===== config.mk =====
export PLATFORM = sky130hd
export DESIGN_NAME = score_display_decoder
export DESIGN_NICKNAME = d
export VERILOG_FILES = /design/src/rtl/score_display_pkg.sv /design/src/rtl/score_display_decoder_stabilizer.sv /design/src/rtl/score_display_decoder.sv
export SDC_FILE = /design/constraint.sdc
export NUM_CORES = 1
export LEC_CHECK = 0
export ABC_AREA = 1
export CAP_MARGIN = 0
export CORE_ASPECT_RATIO = 0.9
export CORE_MARGIN = 8
export CORE_UTILIZATION = 55
export CTS_BUF_LIST = sky130_fd_sc_hd__clkbuf_4 sky130_fd_sc_hd__clkbuf_8
export DETAILED_ROUTE_END_ITERATION = 8
export HOLD_SLACK_MARGIN = 0.02
export PLACE_DENSITY = 0.74
export SLEW_MARGIN = 10
export SYNTH_ARGS = -nofsm -noshare
export SYNTH_HDL_FRONTEND = slang
export SYNTH_SLANG_ARGS = --single-unit

===== constraint.sdc =====
create_clock -name clk_i -period 3.4 [get_ports clk_i]
set_input_delay 0.68 -clock clk_i [delete_from_list [all_inputs] [get_ports clk_i]]
set_output_delay 0.68 -clock clk_i [all_outputs]
set_load 0.005 [all_outputs]

===== src/rtl/score_display_pkg.sv =====
// Shared constants, state/symbol encodings and decode helpers for the
// scoreboard digit-stream receiver.
package score_display_pkg;

    localparam logic [3:0] SEG_FIRST     = 4'b0001;
    localparam logic [3:0] SEG_SECOND    = 4'b0010;
    localparam logic [3:0] DIGIT_BLANK   = 4'hF;
    localparam logic [3:0] DIGIT_MARK_P1 = 4'd1;
    localparam logic [3:0] DIGIT_MARK_P2 = 4'd2;

    typedef enum logic [1:0] {
        HUNT,
        MARK,
        WIN,
        ONES_WAIT
    } dec_state_e;

    typedef enum logic [2:0] {
        SYM_BAD,
        SYM_MARK1,
        SYM_MARK2,
        SYM_BLANK,
        SYM_TENS,
        SYM_ONESD,
        SYM_ONESB
    } sym_class_e;

    // The first position carries markers everywhere except while waiting for
    // the ones digit, where it carries the ones symbol instead.
    function automatic sym_class_e classify_symbol(input logic [3:0] seg,
                                                   input logic [3:0] digit,
                                                   input logic       ones_ctx);
        sym_class_e c;
        c = SYM_BAD;
        if (seg == SEG_SECOND) begin
            c = SYM_TENS;
        end else if (seg == SEG_FIRST) begin
            if (ones_ctx) begin
                if (digit == DIGIT_BLANK)
                    c = SYM_ONESB;
                else if (digit <= 4'd9)
                    c = SYM_ONESD;
            end else begin
                if (digit == DIGIT_MARK_P1)
                    c = SYM_MARK1;
                else if (digit == DIGIT_MARK_P2)
                    c = SYM_MARK2;
                else if (digit == DIGIT_BLANK)
                    c = SYM_BLANK;
            end
        end
        return c;
    endfunction

    function automatic logic [7:0] decimal_score(input logic [3:0] tens,
                                                 input logic [3:0] ones);
        logic [7:0] t;
        t = {4'h0, tens};
        return (t << 3) + (t << 1) + {4'h0, ones};
    endfunction

endpackage


===== src/rtl/score_display_decoder_stabilizer.sv =====
// Run-length filter: a {seg, digit} pair must hold for STABLE_CYCLES samples
// before it is presented once as a symbol.
module symbol_stabilizer #(
    parameter int STABLE_CYCLES = 16
) (
    input  logic       clk_i,
    input  logic       rst_i,
    input  logic [3:0] seg,
    input  logic [3:0] digit,
    output logic       sym_stb,
    output logic [3:0] sym_seg,
    output logic [3:0] sym_digit
);

    localparam int CNT_W = (STABLE_CYCLES > 2) ? $clog2(STABLE_CYCLES) : 1;
    localparam logic [CNT_W-1:0] CNT_LAST = CNT_W'(STABLE_CYCLES - 1);

    logic [CNT_W-1:0] run_cnt;
    logic             same;

    assign same = ({seg, digit} == {sym_seg, sym_digit});

    // The counter parks at CNT_LAST so a long run strobes only once.
    always_ff @(posedge clk_i or posedge rst_i) begin
        if (rst_i) begin
            sym_seg   <= '0;
            sym_digit <= '0;
            run_cnt   <= '0;
            sym_stb   <= 1'b0;
        end else begin
            sym_stb <= same && (run_cnt == CNT_LAST - 1'b1);
            if (!same) begin
                sym_seg   <= seg;
                sym_digit <= digit;
                run_cnt   <= '0;
            end else if (run_cnt != CNT_LAST) begin
                run_cnt <= run_cnt + 1'b1;
            end
        end
    end

endmodule


===== src/rtl/score_display_decoder.sv =====
// Rebuilds per-player scores, tennis flags and win flags from the
// time-multiplexed {segment_select, digit} stream driven to the display.
module score_display_decoder
    import score_display_pkg::*;
#(
    parameter int STABLE_CYCLES = 16,
    parameter int WIN_TOGGLES   = 12,
    parameter int TIMEOUT_W     = 26
) (
    input  logic       clk_i,
    input  logic       rst_i,
    input  logic [3:0] digit_i,
    input  logic [3:0] segment_select_i,
    output logic [7:0] p1_score_o,
    output logic [7:0] p2_score_o,
    output logic       p1_tennis_o,
    output logic       p2_tennis_o,
    output logic       update_o,
    output logic       update_player_o,
    output logic       p1_win_o,
    output logic       p2_win_o,
    output logic       err_o,
    output logic       link_o
);

    localparam int TOG_W = $clog2(WIN_TOGGLES + 1);

    logic           sym_stb;
    logic [3:0]     sym_seg;
    logic [3:0]     sym_digit;
    dec_state_e     state;
    sym_class_e     cls;
    logic           player;
    logic [TOG_W-1:0] tog;
    logic [3:0]     tens;
    logic [TIMEOUT_W-1:0] wd;
    logic           is_mark;
    logic           mark_p;

    symbol_stabilizer #(.STABLE_CYCLES(STABLE_CYCLES)) u_stab (
        .clk_i     (clk_i),
        .rst_i     (rst_i),
        .seg       (segment_select_i),
        .digit     (digit_i),
        .sym_stb   (sym_stb),
        .sym_seg   (sym_seg),
        .sym_digit (sym_digit)
    );

    assign cls     = classify_symbol(sym_seg, sym_digit, state == ONES_WAIT);
    assign is_mark = (cls == SYM_MARK1) || (cls == SYM_MARK2);
    assign mark_p  = (cls == SYM_MARK2);

    always_ff @(posedge clk_i or posedge rst_i) begin
        if (rst_i) begin
            state           <= HUNT;
            player          <= 1'b0;
            tog             <= '0;
            tens            <= '0;
            wd              <= '0;
            p1_score_o      <= '0;
            p2_score_o      <= '0;
            p1_tennis_o     <= 1'b0;
            p2_tennis_o     <= 1'b0;
            update_o        <= 1'b0;
            update_player_o <= 1'b0;
            p1_win_o        <= 1'b0;
            p2_win_o        <= 1'b0;
            err_o           <= 1'b0;
            link_o          <= 1'b0;
        end else begin
            update_o <= 1'b0;
            err_o    <= 1'b0;
            if (sym_stb) begin
                wd     <= '0;
                link_o <= 1'b1;
                case (state)
                    HUNT: begin
                        if (is_mark) begin
                            state  <= MARK;
                            player <= mark_p;
                            tog    <= TOG_W'(1);
                        end
                    end
                    MARK: begin
                        if (cls == SYM_BLANK || (is_mark && mark_p == player)) begin
                            if (tog >= TOG_W'(WIN_TOGGLES - 1)) begin
                                state    <= WIN;
                                tog      <= TOG_W'(WIN_TOGGLES);
                                p1_win_o <= !player;
                                p2_win_o <= player;
                            end else begin
                                tog <= tog + 1'b1;
                            end
                        end else if (is_mark) begin
                            player <= mark_p;
                            tog    <= TOG_W'(1);
                        end else if (cls == SYM_TENS) begin
                            tens  <= sym_digit;
                            state <= ONES_WAIT;
                        end else begin
                            err_o <= 1'b1;
                            state <= HUNT;
                        end
                    end
                    WIN: begin
                        if (is_mark && mark_p != player) begin
                            p1_win_o <= 1'b0;
                            p2_win_o <= 1'b0;
                            player   <= mark_p;
                            tog      <= TOG_W'(1);
                            state    <= MARK;
                        end else if (cls == SYM_TENS) begin
                            p1_win_o <= 1'b0;
                            p2_win_o <= 1'b0;
                            tens     <= sym_digit;
                            state    <= ONES_WAIT;
                        end else if (cls == SYM_BAD) begin
                            err_o <= 1'b1;
                            state <= HUNT;
                        end
                    end
                    ONES_WAIT: begin
                        state <= HUNT;
                        // Decimal needs a 0..9 tens digit; blank ones marks a tennis code.
                        if ((cls == SYM_ONESD && tens <= 4'd9) || cls == SYM_ONESB) begin
                            update_o        <= 1'b1;
                            update_player_o <= player;
                            if (player) begin
                                p2_score_o  <= (cls == SYM_ONESB) ? {4'h0, tens}
                                                                  : decimal_score(tens, sym_digit);
                                p2_tennis_o <= (cls == SYM_ONESB);
                            end else begin
                                p1_score_o  <= (cls == SYM_ONESB) ? {4'h0, tens}
                                                                  : decimal_score(tens, sym_digit);
                                p1_tennis_o <= (cls == SYM_ONESB);
                            end
                        end else begin
                            err_o <= 1'b1;
                        end
                    end
                    default: state <= HUNT;
                endcase
            end else if (&wd) begin
                link_o <= 1'b0;
                state  <= HUNT;
            end else begin
                wd <= wd + 1'b1;
            end
        end
    end

endmodule


==> metrics.yaml <==
drc_violations: 0
postRouteWirelength_um: 9790
ys_dominant_reg_cell: "sky130_fd_sc_hd__dfrtp_1"
dp_worst_setup_slack_ps: 1140
dpl.hpwl_um: 7190
timing.critical_path.required_ps: 3640
finalMaxSlewViolations: 0
cts_sinks: 74
hold_start: "p1_score_o[3]$_DFFE_PP0P_"
synth.yosys.warnings: 0
io_pins: 34
syn-mean-instance-area_sq_um: 7.98
rsz0062_at_grt: "false"
post_synth_inst_count: 538
worst_slew_margin_rel: 0.499
arrival_ps: 2530
cts-root-to-sink-buffers: 2
placed_cells_incl_taps: 655
firstDrtPassIters: 5
hold_viol: 0
antenna_violations_before_repair: 0
via_per_inst: 5.46
placeableCoreArea_sq_mm: 0.00754
clk_latency_ps: 360
async_reset_ff_frac: 1.00
multi_input_comb_area_sq_mm: 0.00218
global_route_wire_length_before_repair_um: 17000
die_h_um: 99.8
cts_inserted_buffers: 9
worst-path-max-fanout: 5
holdCritPathClass: "register to register"
power_density_of_the_placed_cells_mw_per_mm2: 401
worst_r2r_startpoint: "wd[1]$_DFFE_PP0P_"
critical_path_class: "register to register"
clock_tree.htree_level_count: 3
total_inserted_antenna_cells: 0
ctsRootBufferMaster: "sky130_fd_sc_hd__clkbuf_8"
seq_area_sq_mm: 0.00185
dpl-instance-area_sq_mm: 0.00470
dr_vias: 3667
effective_utilization_at_floorplan: 0.569
numPortBuffers: 33
detail_route.iter0.violations: 141
setup.reg_to_reg.worst_slack_ps: 1110
post_route_cells_drive_above_1_share: 0.0887
die_width_um: 109
grt_pass1_vias: 3670
track_usage: 0.194
ys_seq_elements: 74
std_cell_rows: 30
worst_slack_ps: 1110
final_nets: 599
post-layout-total-power_mw: 1.99
summed_instance_area_of_the_synthesized_netlist_sq_mm: 0.00429
areaGrowthSynthToFinish_pct: 15.4
fill_cells: 667
tns_ps: 0
layout.cells.non_filler: 671
timing.critical_path.to_type: "register"
number_of_synthesized_flops_with_an_enable_pin: 0
period_minus_slack_ps: 2290
yosys.cell_types.count: 42
reported_leakage_power_nw: 2.42
setup.worst_path.start_class: "register"
maxCapViolCount: 0
gp_congestion: 0.930
clock-skew-final_ps: 10.6
cts_post_setup_buffers_inserted: 0
cp-startpoint: "wd[1]$_DFFE_PP0P_"
worst-slew-pin-transition_ps: 750
peakVddDrop_mv: 0.194
status: "complete, no violations"
setup_viol: 0
synth.yosys.seq_area_share: 0.431
clkSlewWorstSetupHoldPaths_ps: 80
synth_fp_nets: 567
floorplan.die_area_sq_mm: 0.0109
pin_count_of_the_biggest_net_entering_global_routing: 41
finalCritPeriodShare: 0.673
final_area_sq_mm: 0.00495
cts-hold-fix-buffers: 0
achievable-frequency_mhz: 437
wl_per_cell_um: 14.6
tritoncts: "built"
gr-total-overflow: 0
cts-resized-gates: 0
antenna_left: 0
-- final cells by class --
cell class,count,area share
Inverter,49,0.0371
Sequential cell,74,0.374
Clock inverter,6,0.0227
Multi-Input combinational cell,400,0.441
Timing Repair Buffer,36,0.0738
Tap cell,96,0.0242
Clock buffer,10,0.0278
-- stage by stage --
step / utilization / hold WS, ps
after global placement: 0.623 / 461
final: 0.657 / 480
after CTS: 0.657 / 486
after floorplan: - / 459
after detailed placement: 0.623 / 466
after global routing: 0.657 / 511
-- sequential cells by signal (all words and copies together), names as in the netlist --
name,count
p1_win_o,1
u_stab.sym_seg,4
tens,4
update_o,1
tog,4
state,2
player,1
err_o,1
p2_score_o,8
u_stab.run_cnt,4
p1_tennis_o,1
link_o,1
p2_tennis_o,1
p2_win_o,1
wd,26
p1_score_o,8
update_player_o,1
u_stab.sym_digit,4
u_stab.sym_stb,1
-- report_power, final --
| part | internal, mW | switching, mW |
|---|---|---|
| Combinational | 0.0630 | 0.113 |
| Sequential | 0.919 | 0.0414 |
| Clock | 0.510 | 0.341 |
| Total | 1.49 | 0.495 |
-- placed cells by master (no fill, tap or decap), types with 3 or more instances in the layout --
master	synthesis	final
sky130_fd_sc_hd__o21ai_2	6	6
sky130_fd_sc_hd__inv_1	46	45
sky130_fd_sc_hd__nand2_4	3	3
sky130_fd_sc_hd__o21ai_1	8	8
sky130_fd_sc_hd__nor3_1	12	12
sky130_fd_sc_hd__nand2_1	148	148
sky130_fd_sc_hd__a21oi_1	22	22
sky130_fd_sc_hd__bufinv_16	0	3
sky130_fd_sc_hd__o21ai_0	23	23
sky130_fd_sc_hd__nand4_1	15	15
sky130_fd_sc_hd__ha_1	17	17
sky130_fd_sc_hd__a31oi_1	5	5
sky130_fd_sc_hd__xor2_1	12	12
sky130_fd_sc_hd__or2_2	6	6
sky130_fd_sc_hd__xnor2_1	9	9
sky130_fd_sc_hd__inv_2	2	3
sky130_fd_sc_hd__clkbuf_8	0	10
sky130_fd_sc_hd__nand2_2	4	4
sky130_fd_sc_hd__nor4_1	5	5
sky130_fd_sc_hd__dfrtp_1	74	74
sky130_fd_sc_hd__clkdlybuf4s50_1	0	33
sky130_fd_sc_hd__nand3_1	37	37
sky130_fd_sc_hd__nor2_1	46	46
-- routing by layer --
| metal | vias to the layer above | global-route usage | share of wire |
|---|---|---|---|
| met4 | 0 | 0.0694 | 0.011 |
| met5 | - | 0 | 0 |
| met1 | 1722 | 0.251 | 0.45 |
| met2 | 94 | 0.310 | 0.48 |
| met3 | 11 | 0.0429 | 0.058 |
| li1 | 1840 | - | - |
-- worst max-delay path, stage by stage (launching register included) --
cell                      delay [ps]
sky130_fd_sc_hd__dfrtp_1         380
sky130_fd_sc_hd__ha_1            240
sky130_fd_sc_hd__nand3_1         210
sky130_fd_sc_hd__inv_1           140
sky130_fd_sc_hd__nand2_1         130
sky130_fd_sc_hd__nor3_1          170
sky130_fd_sc_hd__nand4_1         180
sky130_fd_sc_hd__nor2_1          350
sky130_fd_sc_hd__nand2_1          90
sky130_fd_sc_hd__nand2_1         110
sky130_fd_sc_hd__nand2_1          70
sky130_fd_sc_hd__nand2_1          60
sky130_fd_sc_hd__nand2_1          50
-- cell usage after synthesis, types with 2 or more instances --
library cell / number / area (sq um)
sky130_fd_sc_hd__nand2_1: 148 / 556
sky130_fd_sc_hd__dfrtp_1: 74 / 1850
sky130_fd_sc_hd__inv_1: 46 / 173
sky130_fd_sc_hd__nor2_1: 46 / 173
sky130_fd_sc_hd__nand3_1: 37 / 185
sky130_fd_sc_hd__o21ai_0: 23 / 115
sky130_fd_sc_hd__a21oi_1: 22 / 110
sky130_fd_sc_hd__ha_1: 17 / 213
sky130_fd_sc_hd__nand4_1: 15 / 93.8
sky130_fd_sc_hd__nor3_1: 12 / 60.1
sky130_fd_sc_hd__xor2_1: 12 / 105
sky130_fd_sc_hd__clkbuf_1: 10 / 37.5
sky130_fd_sc_hd__xnor2_1: 9 / 78.8
sky130_fd_sc_hd__o21ai_1: 8 / 40.0
sky130_fd_sc_hd__o21ai_2: 6 / 52.6
sky130_fd_sc_hd__or2_2: 6 / 37.5
sky130_fd_sc_hd__a31oi_1: 5 / 31.3
sky130_fd_sc_hd__nor4_1: 5 / 31.3
sky130_fd_sc_hd__nand2_2: 4 / 25.0
sky130_fd_sc_hd__buf_2: 3 / 15.0
sky130_fd_sc_hd__nand2_4: 3 / 33.8
sky130_fd_sc_hd__buf_6: 2 / 22.5
sky130_fd_sc_hd__fa_1: 2 / 40.0
sky130_fd_sc_hd__inv_2: 2 / 7.51
sky130_fd_sc_hd__mux2_2: 2 / 22.5
sky130_fd_sc_hd__nor3_2: 2 / 20.0
sky130_fd_sc_hd__o21a_1: 2 / 15.0
-- kinds of logic (layout without fill, tap and decap cells) --
kind of cell / Yosys count / count (layout) / share of synthesized area
simple gates: 286 / 286 / 0.304
flops: 74 / 74 / 0.431
compound gates: 71 / 71 / 0.0950
buf+inv: 64 / 101 / 0.0603
xor+xnor: 21 / 21 / 0.0428
fa+ha+maj: 19 / 19 / 0.0589
mux: 3 / 3 / 0.00758
-- worst paths after layout --
path / end / cells past startpoint
hold reg to reg: p1_score_o[3]$_DFFE_PP0P_ / 2
setup reg to reg: state[1]$_DFFE_PP0P_ / 12
min in group asynchronous: p1_score_o[6]$_DFFE_PP0P_ / 2
setup / recovery: state[1]$_DFFE_PP0P_ / 12
hold / removal: p1_score_o[3]$_DFFE_PP0P_ / 2
max in group asynchronous: wd[11]$_DFFE_PP0P_ / 3
Power figures use the tool's default switching activity.
